==> config.mk <==
export PLATFORM = sky130hd
export DESIGN_NAME = alarm_controller
export DESIGN_NICKNAME = d
export VERILOG_FILES = /design/src/rtl/alarm_controller.sv
export SDC_FILE = /design/constraint.sdc
export NUM_CORES = 1
export LEC_CHECK = 0
export ABC_AREA = 1
export CORE_MARGIN = 2
export CORE_UTILIZATION = 45
export CTS_CLUSTER_DIAMETER = 50
export DETAILED_ROUTE_END_ITERATION = 8
export GPL_TIMING_DRIVEN = 0
export HOLD_SLACK_MARGIN = 0.12
export PLACE_DENSITY_LB_ADDON = 0.15
export SLEW_MARGIN = 20
export SYNTH_ARGS = -nofsm -noshare
export SYNTH_HDL_FRONTEND = slang
export SYNTH_SLANG_ARGS = --single-unit
==> constraint.sdc <==
create_clock -name clk -period 2.8 [get_ports clk]
set_input_delay 0.56 -clock clk [delete_from_list [all_inputs] [get_ports clk]]
set_output_delay 0.56 -clock clk [all_outputs]
set_load 0.02 [all_outputs]
==> src/rtl/alarm_controller.sv <==
// Alarm scheduler: holds a BCD HH:MM alarm, edits it with sel/inc pulses, and runs
// the ring / snooze / stop sequence when the running time reaches the alarm.
module alarm_controller #(
  parameter int RING_SECONDS   = 60,
  parameter int SNOOZE_SECONDS = 300,
  parameter int MAX_SNOOZE     = 3
) (
  input  logic       clk,
  input  logic       rst,
  input  logic       clk_1hz_tick,
  input  logic [7:0] cur_hh,
  input  logic [7:0] cur_mm,
  input  logic [7:0] cur_ss,
  input  logic       clk_set_en,
  input  logic       alm_p,
  input  logic       sel_p,
  input  logic       inc_p,
  input  logic       stop_p,
  input  logic       snooze_p,
  output logic       alm_set_en,
  output logic [7:0] alm_hh,
  output logic [7:0] alm_mm,
  output logic [1:0] blink_sel,
  output logic       armed,
  output logic       ringing,
  output logic       buzzer
);
  localparam int RW = $clog2(RING_SECONDS) + 1;
  localparam int TW = $clog2(SNOOZE_SECONDS) + 1;
  localparam int SW = $clog2(MAX_SNOOZE) + 1;

  typedef enum logic [2:0] {IDLE, SET_HH, SET_MM, RING, SNOOZE} state_t;

  state_t        r_state, w_state_n;
  logic [7:0]    r_alm_hh, w_alm_hh_n, r_alm_mm, w_alm_mm_n;
  logic          r_armed, w_armed_n;
  logic          r_match_d, w_match, w_trig;
  logic [RW-1:0] r_ring_cnt, w_ring_cnt_n;
  logic [TW-1:0] r_snz_tmr, w_snz_tmr_n;
  logic [SW-1:0] r_snz_cnt, w_snz_cnt_n;
  logic          r_beep, w_beep_n;
  logic          r_set_en, r_ringing, r_buzzer;
  logic [1:0]    r_blink, w_blink_n;

  function automatic logic [7:0] bcd_inc(input logic [7:0] v, input logic [7:0] vmax);
    if (v == vmax)          return 8'h00;
    else if (v[3:0] == 4'h9) return {v[7:4] + 4'h1, 4'h0};
    else                     return {v[7:4], v[3:0] + 4'h1};
  endfunction

  assign w_match = (cur_hh == r_alm_hh) && (cur_mm == r_alm_mm) && (cur_ss == 8'h00);
  // Only the rising edge counts, so a held match level cannot re-enter RING.
  assign w_trig  = w_match && !r_match_d && (r_state == IDLE) && r_armed && !clk_set_en;

  always_comb begin
    w_state_n    = r_state;
    w_alm_hh_n   = r_alm_hh;
    w_alm_mm_n   = r_alm_mm;
    w_armed_n    = r_armed;
    w_ring_cnt_n = r_ring_cnt;
    w_snz_tmr_n  = r_snz_tmr;
    w_snz_cnt_n  = r_snz_cnt;
    w_beep_n     = r_beep;
    unique case (r_state)
      IDLE: begin
        if (w_trig) begin
          w_state_n    = RING;
          w_ring_cnt_n = '0;
          w_snz_cnt_n  = '0;
          w_beep_n     = 1'b1;
        end else begin
          if (alm_p && !clk_set_en) w_state_n = SET_HH;
          if (snooze_p)             w_armed_n = ~r_armed;
        end
      end
      SET_HH, SET_MM: begin
        if (alm_p) begin
          w_state_n = IDLE;
          w_armed_n = 1'b1;
        end else if (sel_p) begin
          w_state_n = (r_state == SET_HH) ? SET_MM : SET_HH;
        end else if (inc_p) begin
          if (r_state == SET_HH) w_alm_hh_n = bcd_inc(r_alm_hh, 8'h23);
          else                   w_alm_mm_n = bcd_inc(r_alm_mm, 8'h59);
        end
      end
      RING: begin
        if (stop_p) begin
          w_state_n = IDLE;
        end else if (snooze_p && (r_snz_cnt < SW'(MAX_SNOOZE))) begin
          w_state_n   = SNOOZE;
          w_snz_cnt_n = r_snz_cnt + 1'b1;
          w_snz_tmr_n = '0;
        end else if (clk_1hz_tick) begin
          w_beep_n = ~r_beep;
          if (r_ring_cnt != RW'(RING_SECONDS)) w_ring_cnt_n = r_ring_cnt + 1'b1;
          if (r_ring_cnt >= RW'(RING_SECONDS - 1)) w_state_n = IDLE;
        end
      end
      SNOOZE: begin
        if (stop_p) begin
          w_state_n = IDLE;
        end else if (clk_1hz_tick) begin
          if (r_snz_tmr != TW'(SNOOZE_SECONDS)) w_snz_tmr_n = r_snz_tmr + 1'b1;
          if (r_snz_tmr >= TW'(SNOOZE_SECONDS - 1)) begin
            w_state_n    = RING;
            w_ring_cnt_n = '0;
            w_beep_n     = 1'b1;
          end
        end
      end
      default: w_state_n = IDLE;
    endcase
  end

  always_comb begin
    w_blink_n = 2'b11;
    if (w_state_n == SET_HH)      w_blink_n = 2'b00;
    else if (w_state_n == SET_MM) w_blink_n = 2'b01;
  end

  // Display/buzzer outputs are registered from the next-state values so they
  // change on the same edge as the state itself.
  always_ff @(posedge clk) begin
    if (rst) begin
      r_state    <= IDLE;
      r_alm_hh   <= 8'h00;
      r_alm_mm   <= 8'h00;
      r_armed    <= 1'b0;
      r_match_d  <= 1'b0;
      r_ring_cnt <= '0;
      r_snz_tmr  <= '0;
      r_snz_cnt  <= '0;
      r_beep     <= 1'b0;
      r_set_en   <= 1'b0;
      r_blink    <= 2'b11;
      r_ringing  <= 1'b0;
      r_buzzer   <= 1'b0;
    end else begin
      r_state    <= w_state_n;
      r_alm_hh   <= w_alm_hh_n;
      r_alm_mm   <= w_alm_mm_n;
      r_armed    <= w_armed_n;
      r_match_d  <= w_match;
      r_ring_cnt <= w_ring_cnt_n;
      r_snz_tmr  <= w_snz_tmr_n;
      r_snz_cnt  <= w_snz_cnt_n;
      r_beep     <= w_beep_n;
      r_set_en   <= (w_state_n == SET_HH) || (w_state_n == SET_MM);
      r_blink    <= w_blink_n;
      r_ringing  <= (w_state_n == RING);
      r_buzzer   <= (w_state_n == RING) && w_beep_n;
    end
  end

  assign alm_set_en = r_set_en;
  assign alm_hh     = r_alm_hh;
  assign alm_mm     = r_alm_mm;
  assign blink_sel  = r_blink;
  assign armed      = r_armed;
  assign ringing    = r_ringing;
  assign buzzer     = r_buzzer;
endmodule

### After elaboration in Yosys (flattened, before gate mapping)

Cells that the tools add are included.

| cells by class | value |
|---|---|
| add/subtract/negate cells | 7 |
| order comparisons | 3 |
| eq/ne operators | 28 |
| mux-type cells | 50 |
| bitwise operators | 5 |
| reduce and logical (&&, ||, !) cells | 29 |

Operators by type and width:

| kind | number |
|---|---|
| $mux W7 | 8 |
| $mux W10 | 5 |
| $mux W3 | 14 |
| $mux W8 | 4 |
| $ne A2 B2 Y1 const B | 13 |
| $pmux W7 S3 | 1 |
| $pmux W10 S2 | 1 |
| $reduce_and A6 Y1 | 3 |
| $add A4 B1 Y4 const B | 4 |
| $eq A8 B8 Y1 | 2 |
| $eq A3 B2 Y1 const B | 4 |
| $pmux W3 S4 | 1 |
| $add A10 B1 Y10 const B | 1 |
| $ge A10 B9 Y1 const B | 1 |
| $mux W1 | 10 |
| $ne A10 B9 Y1 const B | 1 |
| $reduce_and A5 Y1 | 2 |
| $reduce_bool A2 Y1 | 5 |
| $logic_and A1 B1 Y1 | 9 |
| $reduce_and A9 Y1 | 1 |
| $eq A4 B4 Y1 const B | 2 |
| $eq A8 B6 Y1 const B | 1 |
| $eq A8 B7 Y1 const B | 1 |
| $logic_not A8 Y1 | 1 |
| other kinds (18) | 27 |

| storage, ports and cells | value |
|---|---|
| register bits | 47 |
| bits of input ports | 33 |
| word-level logic and storage cells | 137 |

### Longest topological paths before layout

| depth | value |
|---|---|
| depth after elaboration | 12 |
| depth in mapped cells | 12 |
| depth with buffers taken out | 12 |

### Worst setup path after synthesis

Ideal clock, no wire load.

| timing | value |
|---|---|
| path kind | input to register |
| from | input port cur_ss[1] |
| to | register r_snz_cnt[1] |
| data arrival time | 1.562 ns |
| slack | 1.110 ns |
| stages | 11 |
| buffers on the path | 1 |
| cells stage by stage | nor2_1 -> nand2_1 -> nor2_1 -> nand2_1 -> nor2_1 -> nand4_2 -> nand2_2 -> buf_6 -> nand4_1 -> nand2_1 -> nor2_1 |

| on the way | value |
|---|---|
| cells in the longest elaborated chain, start to end | 8 |

Ends and longest elaborated chain:

| item | RTL line | text |
|---|---|---|
| start, declared | 13 | `input logic [7:0] cur_ss,` |
| $logic_not A8 Y1 | 51 | `assign w_match = (cur_hh == r_alm_hh) && (cur_mm == r_alm_mm) && (cur_ss == 8'h00);` |
| $logic_and A1 B1 Y1 | 51 |  |
| $logic_and A1 B1 Y1 (4 in a row) | 53 | `assign w_trig = w_match && !r_match_d && (r_state == IDLE) && r_armed && !clk_set_en;` |
| $ne A2 B2 Y1 (no line) | n/a |  |
| $reduce_and A4 Y1 (no line) | n/a |  |
| end signal, assigned | 147 | `r_snz_cnt <= w_snz_cnt_n;` |
| end, declared | 40 | `logic [SW-1:0] r_snz_cnt, w_snz_cnt_n;` |

No other way between the ends.
A chain may end at the register's enable or synchronous reset.

### Worst setup path in the final report

| timing | value |
|---|---|
| from | input port cur_mm[7] |
| to | register r_ring_cnt[1] |

| on the way | value |
|---|---|
| cells in the longest elaborated chain, start to end | 9 |

Ends and longest elaborated chain:

| item | RTL line | text |
|---|---|---|
| start, declared | 12 | `input logic [7:0] cur_mm,` |
| $eq A8 B8 Y1 | 51 |  |
| $logic_and A1 B1 Y1 (2 in a row) | 51 |  |
| $logic_and A1 B1 Y1 (4 in a row) | 53 |  |
| $ne A2 B2 Y1 (no line) | n/a |  |
| $reduce_and A9 Y1 (no line) | n/a |  |
| end signal, assigned | 145 | `r_ring_cnt <= w_ring_cnt_n;` |
| end, declared | 38 | `logic [RW-1:0] r_ring_cnt, w_ring_cnt_n;` |

No other way between the ends.

==> impl_summary.md <==
Detailed routing
Summing over every cut layer, the via total after detailed routing is 3033. The count of nets left with antenna violations once routing finished came out at 0. Dividing the detail-routed wire length by the instance count gives 11.92 µm. The number of vias per cell after detailed routing is 5.115. The detailed-router iteration count before antenna repair is 5.

The routed design has 7071 µm of wire. The first routing iteration left 111 violations. The detailed-route DRC error count is 0.

Worst setup path
STA puts the critical path data arrival time at 2270 ps. The peak fanout along the critical path is 10. The worst setup path is launched from an input port. The required arrival time at the worst endpoint is 2980 ps.

The capturing element type of the critical path is a flip-flop. The beginning of the worst register-to-register path is r_snz_tmr[0]. The critical path is of the in -> reg type. Tracing the worst setup path back leads to its startpoint at cur_mm[7].

Clock network
Hold repair after CTS inserted 0 buffers. CTS placed an instance of sky130_fd_sc_hd__clkbuf_8 at the clock tree root. The later-pin clock latency in the skew report is 300 ps.

TritonCTS built the clock tree. Once the clock tree was built, the setup fixing pass inserted 0 buffers. No sink is reached through more buffers than the 2 on the longest clock path. Clock-pin slew was measured on the worst setup and hold paths at 90 ps. The number of gates resized after CTS was 0. The H-tree generated during clock tree synthesis spans 2 levels. The total clock sinks is 47.

TritonCTS created 5 clock buffers.

Synth
The number of synthesized flops with an enable pin is 0. The post-synthesis cell type count is 35. The leading area contributor after synthesis is sky130_fd_sc_hd__dfxtp_1. Of the synthesized area, sequential elements account for 0.3150.

The share of the synthesized area in the top cell type is 0.3150. The post-synthesis register bit count is 47. Synthesis produced a netlist whose cell count is 455.

The average instance in the mapped netlist occupies 6.564 µm². The Yosys warning count is 0. The most used flip-flop cell after synthesis is sky130_fd_sc_hd__dfxtp_1.

For this run, asynchronously set or reset flops after synthesis account for 0. Summing every instance area after synthesis gives 2987 µm². In the post-synthesis netlist, the biggest area contributors are sky130_fd_sc_hd__dfxtp_1 32%, sky130_fd_sc_hd__nand2_1 15%, sky130_fd_sc_hd__nor2_1 6.9%. The total nets after synthesis is 501.

Layout
Of the cells placed in the final design, the portion with a size suffix greater than 1 is 0.07364. The final antenna diode count is 0. The post-layout net count is 562. At the end of the flow the core is filled with cells to 0.5811. The filler cells instantiated in the layout total 638. Summing all multi-input logic gate instances after layout gives 1768 µm².

The sequential cell area is 940.9 µm². From synthesis to final layout, the design area changed by 24.26%.

Die
55 I/O pins were placed. The die is 85.47 µm tall. The placeable core region is 6386 µm². The initial utilization of the core area, before any placement, comes to 0.4677. The die covers 7304 µm².

In this run the core area contains 29 standard-cell rows. The die boundary width is 85.47 µm.

STA
For the finished layout, the period the worst path requires is 2093 ps. Setup repair after global routing left no endpoint under its margin. The count of endpoints failing hold in the final timing report was 0. The fmax is 0.4778 GHz. The final setup violation count is 0.

At the pin with the least slew margin, the transition time is 596.1 ps. For the final routed database, the setup TNS stands at 0 ps. Across all setup checks in the final design, the least slack found is 707.0 ps. The maximum clock skew at final layout is 8.893 ps. Of the available clock period, the critical path in the final layout requires 0.7475. Measured against its own limit, the worst slew margin works out to 0.6026.

The final count of pins violating max slew is 0.

Placement
The count of buffers added on input and output ports is 54. The routability-driven placement congestion ratio is 0.8607. The worst slack at placement is 351.6 ps.

Once detailed placement completed, the half-perimeter wirelength came to 5480 µm.

Run
The tool flagged a number of max-cap violations equal to 0.

Global route
The final global-route overflow total is 0. The number of global-route vias before repair is 2762. The number of antenna violations at the first check in global routing is 0. The maximum number of pins on one net before global-route repair is 14. The first global-routing pass estimated 11960 µm of wire.

The total global-route track usage is 0.1986.

Run status
The run finished with clean final reports.

Power and ir drop
Of the total power, registers draw 0.539. Summed over all cells, the static leakage comes to 1.486 nW. Of the total power, the clock network draws 0.334. Of the total power, combinational logic draws 0.127.

The switching power of the nets is 0.0003192 W. Across the VDD grid, the largest voltage drop is 0.2202 mV. The power density over the cells is 341.7 nW/µm². The internal power summed over all cells is 0.0009490 W.

Of the total power, the share spent switching nets is 0.2517.

Min path
The tightest min-delay check is of the reg -> reg type. The launch point of the worst hold path is r_snz_cnt[2].
-- cells in the mapped netlist, types with 9 or more instances --
master	count
sky130_fd_sc_hd__inv_2	13
sky130_fd_sc_hd__o21ai_1	10
sky130_fd_sc_hd__inv_1	52
sky130_fd_sc_hd__nor2_1	55
sky130_fd_sc_hd__a21oi_1	29
sky130_fd_sc_hd__ha_1	13
sky130_fd_sc_hd__dfxtp_1	47
sky130_fd_sc_hd__nand2_1	121
sky130_fd_sc_hd__xor2_1	9
sky130_fd_sc_hd__nor3_1	11
sky130_fd_sc_hd__o21ai_0	11
sky130_fd_sc_hd__nand3_1	20
sky130_fd_sc_hd__nand4_1	18
-- sequential cells by signal, summed over array words and instances, names as in the netlist --
signal	flops
buzzer	1
alm_mm	8
alm_hh	8
r_snz_tmr	10
r_match_d	1
armed	1
ringing	1
blink_sel	2
r_snz_cnt	3
r_ring_cnt	7
r_state	3
alm_set_en	1
r_beep	1
-- critical path, stage by stage --
cell and delay, ps:
sky130_fd_sc_hd__clkdlybuf4s50_1 480, sky130_fd_sc_hd__inv_1 40, sky130_fd_sc_hd__nand2_1 40, sky130_fd_sc_hd__nand2_1 50, sky130_fd_sc_hd__nor2_1 80, sky130_fd_sc_hd__nand2_1 90, sky130_fd_sc_hd__nor2_1 180, sky130_fd_sc_hd__nand4_2 200
sky130_fd_sc_hd__nand2_2 190, sky130_fd_sc_hd__buf_6 160, sky130_fd_sc_hd__nand4_1 80, sky130_fd_sc_hd__nand2_1 100, sky130_fd_sc_hd__nor2_1 40
-- worst paths after layout --
check / endpoint / slack (ps) / cells past startpoint
setup reg to reg: r_ring_cnt[4] / 930 / 10
setup / recovery: r_ring_cnt[1] / 710 / 13
hold reg to reg: r_snz_cnt[2] / 450 / 2
hold / removal: r_snz_cnt[2] / 450 / 2
-- cell usage in the layout, fill, tap and decap left out, types with 2 or more instances in the layout --
master                            count
sky130_fd_sc_hd__nand2_1            121
sky130_fd_sc_hd__nor2_1              55
sky130_fd_sc_hd__clkdlybuf4s50_1     54
sky130_fd_sc_hd__inv_1               52
sky130_fd_sc_hd__dfxtp_1             47
sky130_fd_sc_hd__a21oi_1             29
sky130_fd_sc_hd__nand3_1             20
sky130_fd_sc_hd__nand4_1             18
sky130_fd_sc_hd__inv_2               13
sky130_fd_sc_hd__ha_1                13
sky130_fd_sc_hd__o21ai_0             11
sky130_fd_sc_hd__nor3_1              11
sky130_fd_sc_hd__o21ai_1             10
sky130_fd_sc_hd__xor2_1               9
sky130_fd_sc_hd__clkbuf_8             6
sky130_fd_sc_hd__nor2_2               5
sky130_fd_sc_hd__clkbuf_1             4
sky130_fd_sc_hd__xnor2_1              4
sky130_fd_sc_hd__nor3b_1              4
sky130_fd_sc_hd__a211oi_1             4
sky130_fd_sc_hd__or2_0                2
sky130_fd_sc_hd__nand2_2              2
sky130_fd_sc_hd__nand3_4              2
sky130_fd_sc_hd__clkinv_1             2
sky130_fd_sc_hd__nor4_1               2
sky130_fd_sc_hd__a31oi_1              2
sky130_fd_sc_hd__nand3b_1             2
sky130_fd_sc_hd__nand3_2              2
-- cell families after synthesis --
kind of cell,count (synthesis),synth area share
adder cells (fa/ha/maj),13,0.05446
flip-flops,47,0.3150
XOR/XNOR,13,0.03812
buffers and inverters,72,0.09300
AO/OA/AOI/OAI,61,0.1177
AND/OR/NAND/NOR,249,0.3816
-- layer usage --
layer  track usage  part of all wire
met3       0.03307             0.048
met5             0                 0
met1        0.2552              0.46
met4       0.07504             0.015
met2        0.3331              0.48
-- power groups by stage --
stage                     clock (W)  combinational [W]  sequential (W)
after floorplan                   0          0.0000778        0.000703
after global placement            0           0.000159        0.000699
after detailed placement          0           0.000162        0.000699
after CTS                  0.000440           0.000162        0.000684
after global routing       0.000458           0.000182        0.000685
final                      0.000424           0.000161        0.000683
-- through the flow --
| step | std cells | area, µm² | power [W] | hold WS [ps] |
|---|---|---|---|---|
| 4_1_cts | 593 | 3711 | 0.001285 | 454.3 |
| 3_5_place_dp | 586 | 3623 | 0.0008609 | 440.9 |
| 5_1_grt | 593 | 3711 | 0.001324 | 487.7 |
| 2_1_floorplan | 455 | 2987 | 0.0007811 | 421.8 |
| 6_report | 593 | 3711 | 0.001268 | 451.1 |
| 3_3_place_gp | 586 | 3623 | 0.0008575 | 433.0 |
-- final cells by class --
class | count | share of cell area
Timing Repair Buffer | 54 | 0.1457
Clock buffer | 6 | 0.02225
Buffer | 5 | 0.007080
Tap cell | 77 | 0.02596
Clock inverter | 1 | 0.001349
Sequential cell | 47 | 0.2535
Inverter | 67 | 0.06777
Multi-Input combinational cell | 336 | 0.4764
Note: power is estimated with default switching activity, not from simulation.
